**config.mk**
```make
export PLATFORM = sky130hd
export DESIGN_NAME = prv_trap_ctrl
export DESIGN_NICKNAME = d
export VERILOG_FILES = /design/src/rtl/prv_trap_ctrl.sv
export SDC_FILE = /design/constraint.sdc
export NUM_CORES = 1
export LEC_CHECK = 0
export BUFFER_PORTS_ARGS = -buffer_cell sky130_fd_sc_hd__buf_2
export CAP_MARGIN = 20
export CORE_AREA = 2 2 124 126
export CTS_CLUSTER_DIAMETER = 30
export DETAILED_ROUTE_END_ITERATION = 10
export DIE_AREA = 0 0 126 128
export PLACE_DENSITY = 0.68
export SLEW_MARGIN = 20
export SYNTH_ARGS = -nofsm -noshare
export SYNTH_HDL_FRONTEND = slang
export SYNTH_SLANG_ARGS = --single-unit
```
**constraint.sdc**
```tcl
create_clock -name clk -period 4.25 [get_ports clk]
set_input_delay 0.6375 -clock clk [delete_from_list [all_inputs] [get_ports clk]]
set_output_delay 0.6375 -clock clk [all_outputs]
set_load 0.005 [all_outputs]
```
**src/rtl/prv_trap_ctrl.sv**
```systemverilog
// Privileged trap controller: arbitrates exceptions, interrupts, xRET and WFI,
// drains the pipeline, then issues a single-cycle PC redirect with CSR strobes.
module prv_trap_ctrl #(
  parameter int NUM_INT       = 16,
  parameter int DRAIN_TIMEOUT = 64,
  parameter int VECTORED_EN   = 1
) (
  input  logic               clk,
  input  logic               rst,
  input  logic [15:0]        exc_req,
  input  logic [31:0]        exc_epc,
  input  logic [31:0]        exc_tval,
  input  logic [NUM_INT-1:0] int_pending,
  input  logic [NUM_INT-1:0] int_enable,
  input  logic               global_ie,
  input  logic               ret_req,
  input  logic               wfi_req,
  input  logic [31:0]        xtvec,
  input  logic [31:0]        xepc_r,
  input  logic               pipe_clear_ack,
  output logic               pipe_clear_req,
  output logic               insert_pc,
  output logic [31:0]        priv_pc,
  output logic               trap_commit,
  output logic               ret_commit,
  output logic [31:0]        trap_cause,
  output logic [31:0]        trap_epc,
  output logic [31:0]        trap_tval,
  output logic               sleeping,
  output logic               drain_timeout
);

  localparam logic [1:0] IDLE   = 2'd0;
  localparam logic [1:0] DRAIN  = 2'd1;
  localparam logic [1:0] COMMIT = 2'd2;
  localparam logic [1:0] SLEEP  = 2'd3;

  localparam logic [9:0] TMO = 10'(DRAIN_TIMEOUT);

  // Exception causes, highest priority in the lowest nibble.
  localparam logic [63:0] EXC_ORDER = {4'd15, 4'd14, 4'd13, 4'd12, 4'd10, 4'd5, 4'd7, 4'd4,
                                       4'd6,  4'd11, 4'd9,  4'd8,  4'd0,  4'd2, 4'd1, 4'd3};

  logic [1:0]         state;
  logic [9:0]         cnt;
  logic               kind_ret;
  logic               tc_int;
  logic [4:0]         tc_cause;
  logic [NUM_INT-1:0] int_live, int_elig;
  logic [4:0]         exc_cause, int_cause;
  logic               ack_ok;
  logic [31:0]        base;

  assign int_live = int_pending & int_enable;
  assign int_elig = int_live & {NUM_INT{global_ie}};

  // An ack in the first DRAIN cycle predates our clear request, so it is not trusted.
  assign ack_ok = pipe_clear_ack && (cnt != '0);

  // Fixed-priority exception select: walk from lowest to highest priority, last hit wins.
  always_comb begin
    logic [3:0] idx;
    exc_cause = '0;
    for (int i = 15; i >= 0; i--) begin
      idx = EXC_ORDER[i*4 +: 4];
      if (exc_req[idx]) exc_cause = {1'b0, idx};
    end
  end

  // Highest-index eligible interrupt wins.
  always_comb begin
    int_cause = '0;
    for (int i = 0; i < NUM_INT; i++)
      if (int_elig[i]) int_cause = 5'(i);
  end

  // Control FSM, latched trap info, drain counter and sticky timeout flag.
  always_ff @(posedge clk or posedge rst) begin
    if (rst) begin
      state         <= IDLE;
      cnt           <= '0;
      kind_ret      <= 1'b0;
      tc_int        <= 1'b0;
      tc_cause      <= '0;
      trap_epc      <= '0;
      trap_tval     <= '0;
      drain_timeout <= 1'b0;
    end else begin
      case (state)
        IDLE: begin
          if (|exc_req) begin
            state     <= DRAIN;
            cnt       <= '0;
            kind_ret  <= 1'b0;
            tc_int    <= 1'b0;
            tc_cause  <= exc_cause;
            trap_epc  <= exc_epc;
            trap_tval <= exc_tval;
          end else if (|int_elig) begin
            state     <= DRAIN;
            cnt       <= '0;
            kind_ret  <= 1'b0;
            tc_int    <= 1'b1;
            tc_cause  <= int_cause;
            trap_epc  <= exc_epc;
            trap_tval <= '0;
          end else if (ret_req) begin
            state    <= DRAIN;
            cnt      <= '0;
            kind_ret <= 1'b1;
          end else if (wfi_req) begin
            state <= SLEEP;
          end
        end
        DRAIN: begin
          cnt <= cnt + 10'd1;
          if (ack_ok) begin
            state <= COMMIT;
          end else if (cnt == TMO) begin
            state         <= COMMIT;
            drain_timeout <= 1'b1;
          end
        end
        COMMIT: state <= IDLE;
        SLEEP:  if (|int_live) state <= IDLE;
        default: state <= IDLE;
      endcase
    end
  end

  assign pipe_clear_req = (state == DRAIN);
  assign insert_pc      = (state == COMMIT);
  assign trap_commit    = insert_pc & ~kind_ret;
  assign ret_commit     = insert_pc &  kind_ret;
  assign sleeping       = (state == SLEEP);
  assign trap_cause     = {tc_int, 26'd0, tc_cause};
  assign base           = {xtvec[31:2], 2'b00};

  // Redirect target, driven only during COMMIT.
  always_comb begin
    priv_pc = '0;
    if (insert_pc) begin
      if (kind_ret)
        priv_pc = xepc_r;
      else if ((VECTORED_EN != 0) && (xtvec[1:0] == 2'b01) && tc_int)
        priv_pc = base + {25'd0, tc_cause, 2'b00};
      else
        priv_pc = base;
    end
  end

endmodule

```
## Word level (Yosys, flattened, before mapping)

Cells that the tools add are included.

| operators by class | value |
|---|---|
| add/subtract/negate cells | 2 |
| $mul | 0 |
| divide/modulo/power cells | 0 |
| order comparisons | 0 |
| eq/ne operators | 9 |
| shift operators | 0 |
| muxes and demuxes | 57 |
| bitwise operators | 6 |
| reduce and logical (&&, ||, !) cells | 15 |

Operators by type and width:

| operator | count |
|---|---|
| $mux W32 | 7 |
| $mux W5 | 30 |
| $reduce_or A16 Y1 | 3 |
| $add A32 B7 Y32 | 1 |
| $and A16 B16 Y16 | 2 |
| $mux W10 | 3 |
| $pmux W10 S2 | 1 |
| $mux W2 | 7 |
| $add A10 B1 Y10 const B | 1 |
| $eq A10 B7 Y1 const B | 1 |
| $reduce_bool A10 Y1 | 1 |
| $mux W4 | 2 |
| $pmux W2 S4 | 1 |
| $mux W1 | 6 |
| $reduce_and A2 Y1 | 3 |
| $reduce_and A3 Y1 | 2 |
| $ne A5 B5 Y1 const B | 1 |
| $eq A2 B1 Y1 const B | 2 |
| $eq A2 B2 Y1 const B | 2 |
| $ne A4 B4 Y1 const B | 1 |
| $reduce_bool A2 Y1 | 2 |
| $ne A3 B1 Y1 const B | 1 |
| $reduce_bool A3 Y1 | 1 |
| $and A1 B1 Y1 | 2 |
| 4 further kinds | 6 |

| word-level totals | value |
|---|---|
| register bits after elaboration | 84 |
| bits in latches | 0 |
| RAM bits | 0 |
| bits in read-only memories | 0 |
| input port bits | 182 |
| word-level logic and storage cells | 97 |
| memories kept | 0 |

## Depth between registers and ports, before layout

| depth | value |
|---|---|
| word-level depth | 19 |
| gate-level depth with buffers | 8 |

## Worst setup path after synthesis

OpenSTA, ideal clock, no wires.

| path | value |
|---|---|
| path type | in2out |
| start | input port xtvec[2] |
| end | output port priv_pc[30] |
| arrival time | 2.352 ns |
| setup slack | 1.261 ns |
| stages | 8 |
| path buffers | 1 |
| cells stage by stage | ha_1 > fa_1 > a21o_1 > a21oi_1 > clkbuf_1 > nor4_1 > xnor2_1 > o21ai_0 |

| between the ends | value |
|---|---|
| longest elaborated chain between the ends | 4 |

RTL lines:

| item | RTL line | RTL |
|---|---|---|
| start, declared | 18 | `input logic [31:0] xtvec,` |
| $add A32 B7 Y32 | 146 | `priv_pc = base + {25'd0, tc_cause, 2'b00};` |
| $mux W32 | 145 | `else if ((VECTORED_EN != 0) && (xtvec[1:0] == 2'b01) && tc_int)` |
| $mux W32 | 143 | `if (kind_ret)` |
| $mux W32 | 142 | `if (insert_pc) begin` |
| end, declared | 23 | `output logic [31:0] priv_pc,` |

Every way passes these cells.

## Worst setup path after layout

| path | value |
|---|---|
| start | input port xtvec[6] |
| end | output port priv_pc[23] |

Same word-level chain as after synthesis.

==> run_results.csv <==
group,metric,value,unit
status,status,"complete, no violations",
setup_path,crit_start,"xtvec[6]",
power,p_sw_share,36.9,%
setup_path,reg2reg_from,"state[0]$_DFFE_PP0P_",
grt,grt_overflow_total,0,
flow_run,max_cap_viol_count,0,
setup_path,crit_type,"in2out",
grt,grt_max_degree,52,
grt,grt_pass1_vias,4739,
detailed_routing,routed_wl,15800,µm
detailed_routing,first_iter_violations,226,
logic_synthesis,yosys-top-cells-area,"dfrtp_1 (40%), mux2_4 (8.1%), a22o_1 (5.7%)",
clocking,root_buffer,"clkbuf_16",
setup_path,crit_chain,"buf_2, nand4_1, or4_1, nor4b_1, xnor2_1, a21oi_1, buf_2",
timing,setup-tns-final,0,ns
clocking,cts_made_buffers,9,
clocking,clk_pin_slew,0.07,ns
logic_synthesis,yosys.area.top_type_share,39.8,%
timing,fin_skew,0.00655,ns
layout,layout_commonest_cell,"buf_2",
timing,clock.fmax,0.306,GHz
hold_path,hold_class,"in2async",
die,core,0.0149,mm²
layout,nets,1000,
clocking,clock_path_buffers,2,
logic_synthesis,netlist_area,0.00521,mm²
die,die_w,126,µm
die,start_util,35.1,%
logic_synthesis,syn_inst,535,
logic_synthesis,async_reset_ff_share,100,%
timing,tightest_slew,0.998,ns
die,rows,45,
power,power_frac_seq,33.8,%
timing,drv_slew,0,
placement,dp_hpwl,12700,µm
timing,layout_setup_ws,0.979,ns
layout,design_area,0.00698,mm²
detailed_routing,ant_nets,0,
logic_synthesis,ys_types,58,
layout,area_growth_syn_to_layout,34.0,%
logic_synthesis,yosys_warnings,0,
power,p_int,2.56,mW
timing,finalHoldViolCount,0,
power,p_sw,1.49,mW
detailed_routing,remaining_drc_errors,0,
layout,final_cell_mix,"buf_2 (288), dfrtp_1 (83), o21ai_0 (36)",
power,clock_power_share,19.9,%
setup_path,path_common_cell,"buf_2",
setup_path,slowest_stage,"or4_1",
clocking,clock_latency,0.34,ns
detailed_routing,num_vias,4994,
die,die-area,0.0161,mm²
logic_synthesis,synth_seq_area_share,39.8,%
power,ir_worst_vdd,0.316,mV
timing,grt_setup_unrepaired,"false",
detailed_routing,firstDrtPassIters,4,
setup_path,crit_path_end_kind,"primary output",
placement,place.gp.congestion,0.846,
power,leakagePower,3.50,nW
layout,fill_cells,1479,
setup_path,max_stage_delay,0.78,ns
clocking,cts.sinks,83,
timing,min_period_over_period,77.0,%
logic_synthesis,synth-edff-count,0,
setup_path,worstPathArrival,2.63,ns
logic_synthesis,synth_ff_type,"dfrtp_1",
power,pwr-share-comb,46.3,%
setup_path,crit_path_start_kind,"input pin",
placement,port_buffers,288,
detailed_routing,routedWlPerCell,15.7,µm
logic_synthesis,yosys.area.top_type,"dfrtp_1",
logic_synthesis,ys_seq_elements,83,
grt,antenna_found_initial,1,
logic_synthesis,syn_area_per_cell,9.74,µm²
placement,place_area,0.00668,mm²
setup_path,cp.required,3.61,ns
timing,fin_crit,3.27,ns
placement,dpl_worst_slack,0.960,ns
clocking,cts_setup_buffers,0,
clocking,ctsResizeCount,0,
setup_path,critPathBufInv,2,
power,cellPowerDensity,580,mW/mm²
clocking,cts_tree,"yes",
clocking,hold_buffers,0,
setup_path,cp_top_family,"simple AND/OR/NAND/NOR gates",
die,io_pins,316,
layout,drive_gt1_share,43.4,%
grt,grt_pass1_wl,24000,µm
layout,antenna_cells,0,
timing,setup_viol,0,
timing,relSlewSlack,31.8,%
detailed_routing,vias_per_cell,4.97,
grt,grt_use_total,18.6,%
clocking,cts_max_level,3,
die,fp.dieH,128,µm
setup_path,worstPathMaxFanout,13,
-- per-layer routing --
metal,up-vias,GRT usage (%),wire length (µm)
li1,2479,-,-
met1,2287,22.2,6400
met2,218,34.3,8140
met3,10,3.92,1130
met4,0,4.46,137
met5,-,0,0
-- logic make-up after synthesis --
group,after synthesis,synth area share (%)
simple gates,154,15.7
compound gates,148,19.3
flops,83,39.8
buf+inv,76,8.45
mux,38,10.1
xor+xnor,28,4.70
fa+ha+maj,7,1.82
other cells,1,0.0719
-- sequential cells by signal (all words and copies together) (netlist names) --
signal	count
kind_ret	1
drain_timeout	1
tc_int	1
trap_tval	32
cnt	10
state	2
tc_cause	4
trap_epc	32
-- final timing paths --
check | end | slack, ns | cells past startpoint
worst max-delay path | priv_pc[23] | 0.98 | 7
worst min-delay path | trap_epc[21]$_DFFE_PP0P_ | 0.45 | 2
worst max register to register | trap_epc[22]$_DFFE_PP0P_ | 2.06 | 4
worst min register to register | trap_tval[29]$_DFFE_PP0P_ | 0.50 | 1
max in group asynchronous | trap_epc[19]$_DFFE_PP0P_ | 2.87 | 3
min in group clk | trap_tval[29]$_DFFE_PP0P_ | 0.50 | 1
-- Yosys cell counts, types with 3 or more instances --
cell type and count:
a211oi_1 4, a21oi_1 34, a22o_1 34, a22oi_1 6, a31oi_1 4, and3_1 5, and4_1 5, buf_4 29
buf_6 6, clkbuf_1 17, dfrtp_1 83, ha_1 6, inv_1 21, mux2_2 5, mux2_4 28, mux2i_1 5
nand2_1 34, nand3_1 14, nand4_1 6, nor2_1 30, nor3_1 13, nor4_1 24, o211ai_1 6, o21a_1 3
o21ai_0 36, or4_1 5, xnor2_1 27
-- cell type report --
type	instances	area [µm²]	share of cell area, %
tap	188	235	3.37
multi-input combinational	402	2800	40.1
clock inverter	7	82.6	1.18
clock buffer	9	225	3.22
timing repair buffer	294	1490	21.3
inverter	21	80.1	1.15
sequential	83	2080	29.7
-- power by group through the flow --
stage	sequential [mW]	clock [mW]	combinational (mW)
global route	1.42	0.863	2.06
floorplan	1.35	0	1.26
global placement	1.37	0	1.88
finish	1.37	0.805	1.88
detailed placement	1.36	0	1.91
CTS	1.37	0.822	1.90
-- stage by stage --
step / hold WS [ns] / utilization, % / power (mW) / instances
4_1_cts: 0.475 / 47.0 / 4.09 / 1004
3_3_place_gp: 0.480 / 44.9 / 3.24 / 988
2_1_floorplan: 0.460 / - / 2.60 / 561
6_report: 0.449 / 47.0 / 4.05 / 1004
3_5_place_dp: 0.480 / 44.9 / 3.28 / 988
5_1_grt: 0.508 / 47.0 / 4.34 / 1004
No activity file was read; power rests on OpenSTA's default activity.
